==> config.mk <==
export PLATFORM = sky130hd
export DESIGN_NAME = acc_engine
export DESIGN_NICKNAME = d
export VERILOG_FILES = /design/src/rtl/acc_pkg.sv /design/src/rtl/acc_addr_gen.sv /design/src/rtl/acc_engine.sv
export SDC_FILE = /design/constraint.sdc
export NUM_CORES = 1
export LEC_CHECK = 0
export CORE_ASPECT_RATIO = 0.9
export CORE_UTILIZATION = 40
export DETAILED_ROUTE_END_ITERATION = 8
export PLACE_DENSITY_LB_ADDON = 0.25
export SYNTH_ARGS = -nofsm -noshare
export SYNTH_HDL_FRONTEND = slang
export SYNTH_SLANG_ARGS = --single-unit
==> constraint.sdc <==
create_clock -name clk -period 3.4 [get_ports clk]
set_input_delay 0.68 -clock clk [delete_from_list [all_inputs] [get_ports clk]]
set_output_delay 0.68 -clock clk [all_outputs]
set_load 0.01 [all_outputs]
==> src/rtl/acc_pkg.sv <==
// Shared types and constants for the accelerator accumulate engine.
package acc_pkg;

    // Address/size width is tied to the 6-bit command fields.
    localparam int unsigned ADDR_W     = 6;
    localparam int unsigned DEF_DATA_W = 8;
    localparam int unsigned DEF_ACC_W  = 16;

    typedef enum logic [1:0] {
        IDLE  = 2'd0,
        READ  = 2'd1,
        DRAIN = 2'd2,
        DONE  = 2'd3
    } state_e;

endpackage

==> src/rtl/acc_addr_gen.sv <==
// Read address generator: loads start/size, then issues one address per
// enable, wrapping modulo 2^ADDR_W, and flags the final address of the walk.
module acc_addr_gen #(
    parameter int unsigned ADDR_W = acc_pkg::ADDR_W
) (
    input  logic              clk,
    input  logic              reset,
    input  logic              load_i,
    input  logic [ADDR_W-1:0] start_i,
    input  logic [ADDR_W-1:0] size_i,
    input  logic              en_i,
    output logic [ADDR_W-1:0] addr_o,
    output logic              last_o
);

    logic [ADDR_W-1:0] ptr_q, ptr_d;
    logic [ADDR_W-1:0] rem_q, rem_d;
    logic [ADDR_W-1:0] cur_ptr;
    logic [ADDR_W-1:0] cur_rem;

    // Load bypasses the registers so the first address can be issued in the
    // same cycle the command is accepted.
    always_comb begin
        cur_ptr = load_i ? start_i : ptr_q;
        cur_rem = load_i ? size_i  : rem_q;
        addr_o  = cur_ptr;
        last_o  = (cur_rem == ADDR_W'(1));
        ptr_d   = ptr_q;
        rem_d   = rem_q;
        if (en_i) begin
            ptr_d = cur_ptr + 1'b1;
            rem_d = cur_rem - 1'b1;
        end else if (load_i) begin
            ptr_d = start_i;
            rem_d = size_i;
        end
    end

    // Pointer and remaining-count registers.
    always_ff @(posedge clk) begin
        if (reset) begin
            ptr_q <= '0;
            rem_q <= '0;
        end else begin
            ptr_q <= ptr_d;
            rem_q <= rem_d;
        end
    end

endmodule

==> src/rtl/acc_engine.sv <==
// Accumulate engine: on an accepted command, reads datasize words starting at
// startaddr from local memory, sums them, and pulses accdone when finished.
module acc_engine #(
    parameter int unsigned DATA_W = acc_pkg::DEF_DATA_W,
    parameter int unsigned ACC_W  = acc_pkg::DEF_ACC_W,
    parameter int unsigned ADDR_W = acc_pkg::ADDR_W
) (
    input  logic              clk,
    input  logic              reset,
    input  logic              cmd_valid,
    input  logic              accbypassA,
    input  logic [ADDR_W-1:0] startaddrA,
    input  logic [ADDR_W-1:0] datasizeA,
    input  logic [DATA_W-1:0] mem_rdata,
    output logic              mem_rd,
    output logic [ADDR_W-1:0] mem_addr,
    output logic [ACC_W-1:0]  acc_result,
    output logic              busy,
    output logic              accdone
);

    import acc_pkg::*;

    state_e            state_q, state_d;
    logic              mem_rd_q, mem_rd_d;
    logic [ADDR_W-1:0] mem_addr_q, mem_addr_d;
    logic [ACC_W-1:0]  acc_q, acc_d;
    logic              busy_q, busy_d;
    logic              accdone_q, accdone_d;
    logic              rdv_q;
    logic              final_q, final_d;

    logic              gen_load;
    logic              gen_en;
    logic [ADDR_W-1:0] gen_addr;
    logic              gen_last;

    acc_addr_gen #(
        .ADDR_W (ADDR_W)
    ) u_addr_gen (
        .clk     (clk),
        .reset   (reset),
        .load_i  (gen_load),
        .start_i (startaddrA),
        .size_i  (datasizeA),
        .en_i    (gen_en),
        .addr_o  (gen_addr),
        .last_o  (gen_last)
    );

    // Next-state, next-output and accumulator computation.
    // final_q marks that mem_addr_q already holds the last address of the
    // walk, so READ hands over to DRAIN on that cycle.
    always_comb begin
        state_d    = state_q;
        mem_rd_d   = 1'b0;
        mem_addr_d = mem_addr_q;
        accdone_d  = 1'b0;
        final_d    = final_q;
        gen_load   = 1'b0;
        gen_en     = 1'b0;
        acc_d      = acc_q;
        if (rdv_q) begin
            acc_d = acc_q + ACC_W'(mem_rdata);
        end
        unique case (state_q)
            IDLE: begin
                if (cmd_valid) begin
                    acc_d = '0;
                    if (accbypassA || (datasizeA == '0)) begin
                        state_d   = DONE;
                        accdone_d = 1'b1;
                    end else begin
                        state_d    = READ;
                        gen_load   = 1'b1;
                        gen_en     = 1'b1;
                        mem_rd_d   = 1'b1;
                        mem_addr_d = gen_addr;
                        final_d    = gen_last;
                    end
                end
            end
            READ: begin
                if (final_q) begin
                    state_d = DRAIN;
                    final_d = 1'b0;
                end else begin
                    gen_en     = 1'b1;
                    mem_rd_d   = 1'b1;
                    mem_addr_d = gen_addr;
                    final_d    = gen_last;
                end
            end
            DRAIN: begin
                state_d   = DONE;
                accdone_d = 1'b1;
            end
            DONE: begin
                state_d = IDLE;
            end
            default: begin
                state_d = IDLE;
            end
        endcase
        busy_d = (state_d != IDLE);
    end

    // FSM state, registered outputs and read-valid pipeline.
    always_ff @(posedge clk) begin
        if (reset) begin
            state_q    <= IDLE;
            mem_rd_q   <= 1'b0;
            mem_addr_q <= '0;
            acc_q      <= '0;
            busy_q     <= 1'b0;
            accdone_q  <= 1'b0;
            rdv_q      <= 1'b0;
            final_q    <= 1'b0;
        end else begin
            state_q    <= state_d;
            mem_rd_q   <= mem_rd_d;
            mem_addr_q <= mem_addr_d;
            acc_q      <= acc_d;
            busy_q     <= busy_d;
            accdone_q  <= accdone_d;
            rdv_q      <= mem_rd_q;
            final_q    <= final_d;
        end
    end

    assign mem_rd     = mem_rd_q;
    assign mem_addr   = mem_addr_q;
    assign acc_result = acc_q;
    assign busy       = busy_q;
    assign accdone    = accdone_q;

endmodule

Word-level counts from Yosys, hierarchy flattened
Cells that the tools add are included.
{"block": "word_totals", "register_bits": 41, "inputBits": 24, "out_inout_bits": 25, "elab_cells": 54}
{"block": "op_classes", "add_sub_neg": 3, "n_eq_ne": 7, "mux": 27, "reduce_logical": 7}
{"operator": "$mux W16", "count": 3}
{"operator": "$mux W6", "count": 7}
{"operator": "$add A16 B8 Y16", "count": 1}
{"operator": "$pmux W6 S2", "count": 1}
{"operator": "$mux W1", "count": 9}
{"operator": "$pmux W2 S4", "count": 1}
{"operator": "$add A6 B1 Y6 const B", "count": 1}
{"operator": "$eq A6 B1 Y1 const B", "count": 1}
{"operator": "$logic_not A6 Y1", "count": 1}
{"operator": "$mux W2", "count": 3}
{"operator": "$ne A2 B2 Y1 const B", "count": 3}
{"operator": "$pmux W1 S2", "count": 3}
{"operator": "$sub A6 B1 Y6 const B", "count": 1}
{"operator": "$eq A2 B2 Y1 const B", "count": 2}
{"operator": "$reduce_and A4 Y1", "count": 1}
{"operator": "$reduce_bool A2 Y1", "count": 2}
{"operator": "$reduce_and A3 Y1", "count": 1}
{"operator": "$eq A2 B1 Y1 const B", "count": 1}
{"operator": "$logic_not A2 Y1", "count": 1}
{"operator": "$logic_or A1 B1 Y1", "count": 1}

Longest topological paths before layout
{"block": "depth", "word_depth": 10, "depth_mapped": 11, "depth_no_buf": 9}

By module
A second synthesis with hierarchy kept.
{"block": "hier_totals", "hier_cells": 245, "area_unflattened_um2": 2242.2}
{"mod": "acc_engine", "instances": 1, "cells_per_inst": 166, "area_per_inst_um2": 1511.4, "seq_area_each_um2": 580.6}
{"mod": "acc_addr_gen", "instances": 1, "cells_per_inst": 79, "area_per_inst_um2": 730.7, "seq_area_each_um2": 240.2}

Worst setup path before layout
OpenSTA, ideal clock, no wires.
{"block": "synth_path", "kind": "input to register", "startpoint": "input datasizeA[3]", "endpoint": "register u_addr_gen.rem_q[2]", "setup_time_ns": 0.086, "t_arrival_ns": 2.706, "t_required_ns": 3.314, "slack_ns": 0.609, "path_stages": 10, "n_path_buf": 3, "path_cell_list": "nor4_1 a21o_1 buf_6 buf_2 buf_2 mux2i_1 ha_1 nand2_1 xor2_1 a211oi_1"}
{"block": "synth_via", "elab_chain_len": 8, "elab_cells_between_ends": 9}
{"item": "from (decl)", "line": "acc_engine.sv:13", "rtl": "input logic [ADDR_W-1:0] datasizeA,"}
{"item": "$logic_not A6 Y1 *", "line": "acc_engine.sv:70", "rtl": "if (accbypassA || (datasizeA == '0)) begin"}
{"item": "$logic_or A1 B1 Y1 *", "line": "acc_engine.sv:70"}
{"item": "$mux W1 *", "line": "acc_engine.sv:70"}
{"item": "$mux W1 *", "line": "acc_engine.sv:68", "rtl": "if (cmd_valid) begin"}
{"item": "$mux W1", "line": "acc_engine.sv:66", "rtl": "unique case (state_q)"}
{"item": "$mux W6"}
{"item": "$sub A6 B1 Y6", "line": "acc_addr_gen.sv:32", "rtl": "rem_d = cur_rem - 1'b1;"}
{"item": "$mux W6 *", "line": "acc_addr_gen.sv:30", "rtl": "if (en_i) begin"}
{"item": "to (signal assigned)", "line": "acc_addr_gen.sv:46", "rtl": "rem_q <= rem_d;"}
{"item": "to (decl)", "line": "acc_addr_gen.sv:17", "rtl": "logic [ADDR_W-1:0] rem_q, rem_d;"}
Mark *: on every way between the ends. The rest lies on a longest branch, timed or not.
A chain may end at the register's enable or synchronous reset.

Worst setup path in the final report
{"block": "layout_path", "startpoint": "input datasizeA[3]", "endpoint": "register u_addr_gen.rem_q[5]"}
{"block": "layout_via", "elab_chain_len": 8, "elab_cells_between_ends": 9}
{"item": "$logic_not A6 Y1", "line": "acc_engine.sv:70"}
{"item": "$logic_or A1 B1 Y1", "line": "acc_engine.sv:70"}
{"item": "$mux W1", "line": "acc_engine.sv:70"}
{"item": "$mux W1", "line": "acc_engine.sv:68"}
{"item": "$mux W1", "line": "acc_engine.sv:66"}
{"item": "$mux W6"}
{"item": "$sub A6 B1 Y6", "line": "acc_addr_gen.sv:32"}
{"item": "$mux W6 *", "line": "acc_addr_gen.sv:30"}
Marks and branches as above.

==> out/metrics.yaml <==
drv_cap: 0
crit_cells: 7
numPortBuffers: 48
synth_ff_type: "dfxtp_1"
rr_endpoint: "u_addr_gen.rem_q[5]"
layout_common_cells: "clkdlybuf4s50_1, dfxtp_1, nand2_1"
crit_chain: "clkdlybuf4s50_1, nor4_1, a21o_1, buf_4, mux2_4, or3_1, a21oi_1"
layout-drive-gt1-share_pct: 5.26
hold_viol: 0
p_sw_share_pct: 28.6
cts_tree: "built"
tns_ns: 0
std_cell_rows: 25
num_vias: 2071
cts_resized: 0
synth_compound_area_share_pct: 19.4
syn_inst: 275
initial_core_util_pct: 42.5
tightestPinTransition_ns: 0.640
cp.arrival_ns: 3.02
synth_xor_area_share_pct: 5.36
fmaxAchievable_ghz: 0.357
fp.dieArea_sq_um: 6030
placed_area_sq_um: 2840
synth.distinct_cells: 46
clkTransAtPathRegs_ns: 0.08
path_max_fanout: 11
hp-class: "reg2reg"
status: "finished clean"
required_ns: 3.62
holdBufCountCts: 0
crit_path_end_kind: "register"
combPwrFrac_pct: 23.4
peakVddDrop_v: 0.000243
rsz0062_at_grt: "false"
grt.total_usage_pct: 18.4
reg2reg_from: "state_q[1]"
worst-r2r-setup-slack_ns: 1.15
die_h_um: 73.8
clock-skew-final_ns: 0.00534
grt_first_pass_wirelength_mm: 8.69
crit_family: "simple AND/OR/NAND/NOR gates"
cp_slowest_cell: "nor4_1"
clkPwrFrac_pct: 28.4
start_kind: "input pin"
drt_iter0_drc: 132
grt_max_degree: 29
setup_violations: 0
overflow: 0
die_w_um: 81.7
clk_path_buf_depth: 2
drv_slew: 0
post_cts_buffers: 0
yosysSeqAreaShare_pct: 35.9
finalNetCount: 359
intPower_mw: 0.807
yosys-mux-area-fraction_pct: 6.45
wl_per_cell_um: 13.0
fin_crit_ns: 2.80
detail-route-antenna-nets: 0
grt_antenna_before_repair: 0
p_total_mw: 1.13
htreeDepth: 2
synth.largest_area_cell: "dfxtp_1"
synthAdderAreaFrac_pct: 6.89
wl_mm: 5.07
gp_congestion: 0.838
clock-sinks: 41
crit_type: "in2reg"
worstSetupEndpoint: "u_addr_gen.rem_q[5]"
synth_edf_count: 0
crit_buf_inv: 2
clock_latency_ns: 0.29
drc_errors: 0
p_leak_nw: 1.14
cts_buffers: 5
postLayoutCellArea_sq_um: 2920
final_common_cell: "clkdlybuf4s50_1"
yosysWarnings: 0
core_area_sq_um: 5380
slew_headroom_pct: 56.9
dr.pass1.iters: 4
cp_slowest_stage_delay_ns: 0.61
cts-root-buf: "clkbuf_8"
synth_area_sq_um: 2290
finalNonFillerCells: 390
startpoint: "datasizeA[3]"
p_per_area_nw_per_um2: 387
ys_ff_latch: 41
viasPerCell: 5.31
switchingPower_mw: 0.323
dp_cells: 383
seqPwrFrac_pct: 48.2
antenna_cells: 0
r2r.worst_path.cells: 6
area_growth_pct: 27.7
yosysTopAreaCellShare_pct: 35.9
synth-async-reset-ratio_pct: 0
synth_top_family_by_area: "simple AND/OR/NAND/NOR gates"
synth_area_per_cell_sq_um: 8.32
synth_nets: 311
yosys-top-cells-area: "dfxtp_1, ha_1, nand2_1"
grt_pass1_vias: 1926
synth-simple-area-share_pct: 22.5
dp_hpwl_mm: 3.74
ios: 49
finalCritPeriodShare_pct: 82.3
metrics by stage:
| step | util (%) | setup slack, ns | hold slack, ns |
|---|---|---|---|
| final | 54.3 | 0.602 | 0.452 |
| after global routing | 54.3 | 0.386 | 0.476 |
| after CTS | 54.3 | 0.623 | 0.458 |
| after detailed placement | 52.7 | 0.299 | 0.447 |
| after global placement | 52.7 | 0.360 | 0.445 |
| after floorplan | - | 0.609 | 0.445 |
worst register-to-register path: cells and delay by family, from the launching register on:
family / cells / cell delay (ns)
buf+inv: 1 / 0.19
flops: 1 / 0.41
mux: 1 / 0.31
simple gates: 2 / 0.95
compound gates: 2 / 0.33
worst min-delay path by stage:
stage                        startpoint             endpoint  slack (ns)  depth (start not counted)
floorplan           u_addr_gen.rem_q[1]  u_addr_gen.rem_q[1]        0.44                          2
global placement            mem_addr[2]          mem_addr[2]        0.45                          2
detailed placement          mem_addr[2]          mem_addr[2]        0.45                          2
CTS                         mem_addr[2]          mem_addr[2]        0.46                          2
global route                mem_addr[2]          mem_addr[2]        0.48                          2
finish                      mem_addr[2]          mem_addr[2]        0.45                          2
cell type report:
class | count | area, sq um
Clock buffer | 7 | 86.3
Fill cell | 515 | 2460
Inverter | 7 | 26.3
Multi-Input combinational cell | 215 | 1390
Sequential cell | 41 | 821
Tap cell | 67 | 83.8
Timing Repair Buffer | 53 | 518
per-layer routing:
layer	global-route usage (%)	wire (um)
met4	5.85	51
met5	0	0
met2	28.8	2240
met3	3.85	232
met1	25.2	2550
synthesized netlist by cell type (7+ instances only):
| library cell | count |
|---|---|
| nand2_1 | 35 |
| a211oi_1 | 8 |
| clkbuf_1 | 9 |
| ha_1 | 11 |
| or3_1 | 7 |
| nor3_1 | 8 |
| mux2i_1 | 11 |
| nor2_1 | 26 |
| a21oi_1 | 19 |
| inv_1 | 7 |
| xor2_1 | 8 |
| dfxtp_1 | 41 |
| o21ai_0 | 18 |
power by group through the flow:
| stage | Sequential, mW | Clock, mW | Combinational [mW] |
|---|---|---|---|
| finish | 0.545 | 0.321 | 0.265 |
| global route | 0.550 | 0.350 | 0.298 |
| CTS | 0.545 | 0.331 | 0.265 |
| detailed placement | 0.556 | 0 | 0.263 |
| global placement | 0.556 | 0 | 0.260 |
| floorplan | 0.551 | 0 | 0.170 |
state kept, by name, indices dropped and copies added, names as in the netlist:
| register | cells |
|---|---|
| accdone | 1 |
| u_addr_gen.rem_q | 6 |
| u_addr_gen.ptr_q | 6 |
| state_q | 2 |
| mem_addr | 6 |
| rdv_q | 1 |
| acc_result | 16 |
| mem_rd | 1 |
| final_q | 1 |
| busy | 1 |
kinds of logic (layout without fill, tap and decap cells):
kind of cell	Yosys count	after routing
mux	14	14
flops	41	41
buf+inv	19	67
simple gates	105	105
xor+xnor	14	14
compound gates	70	70
fa+ha+maj	12	12
(Power assumes the default switching activity.)
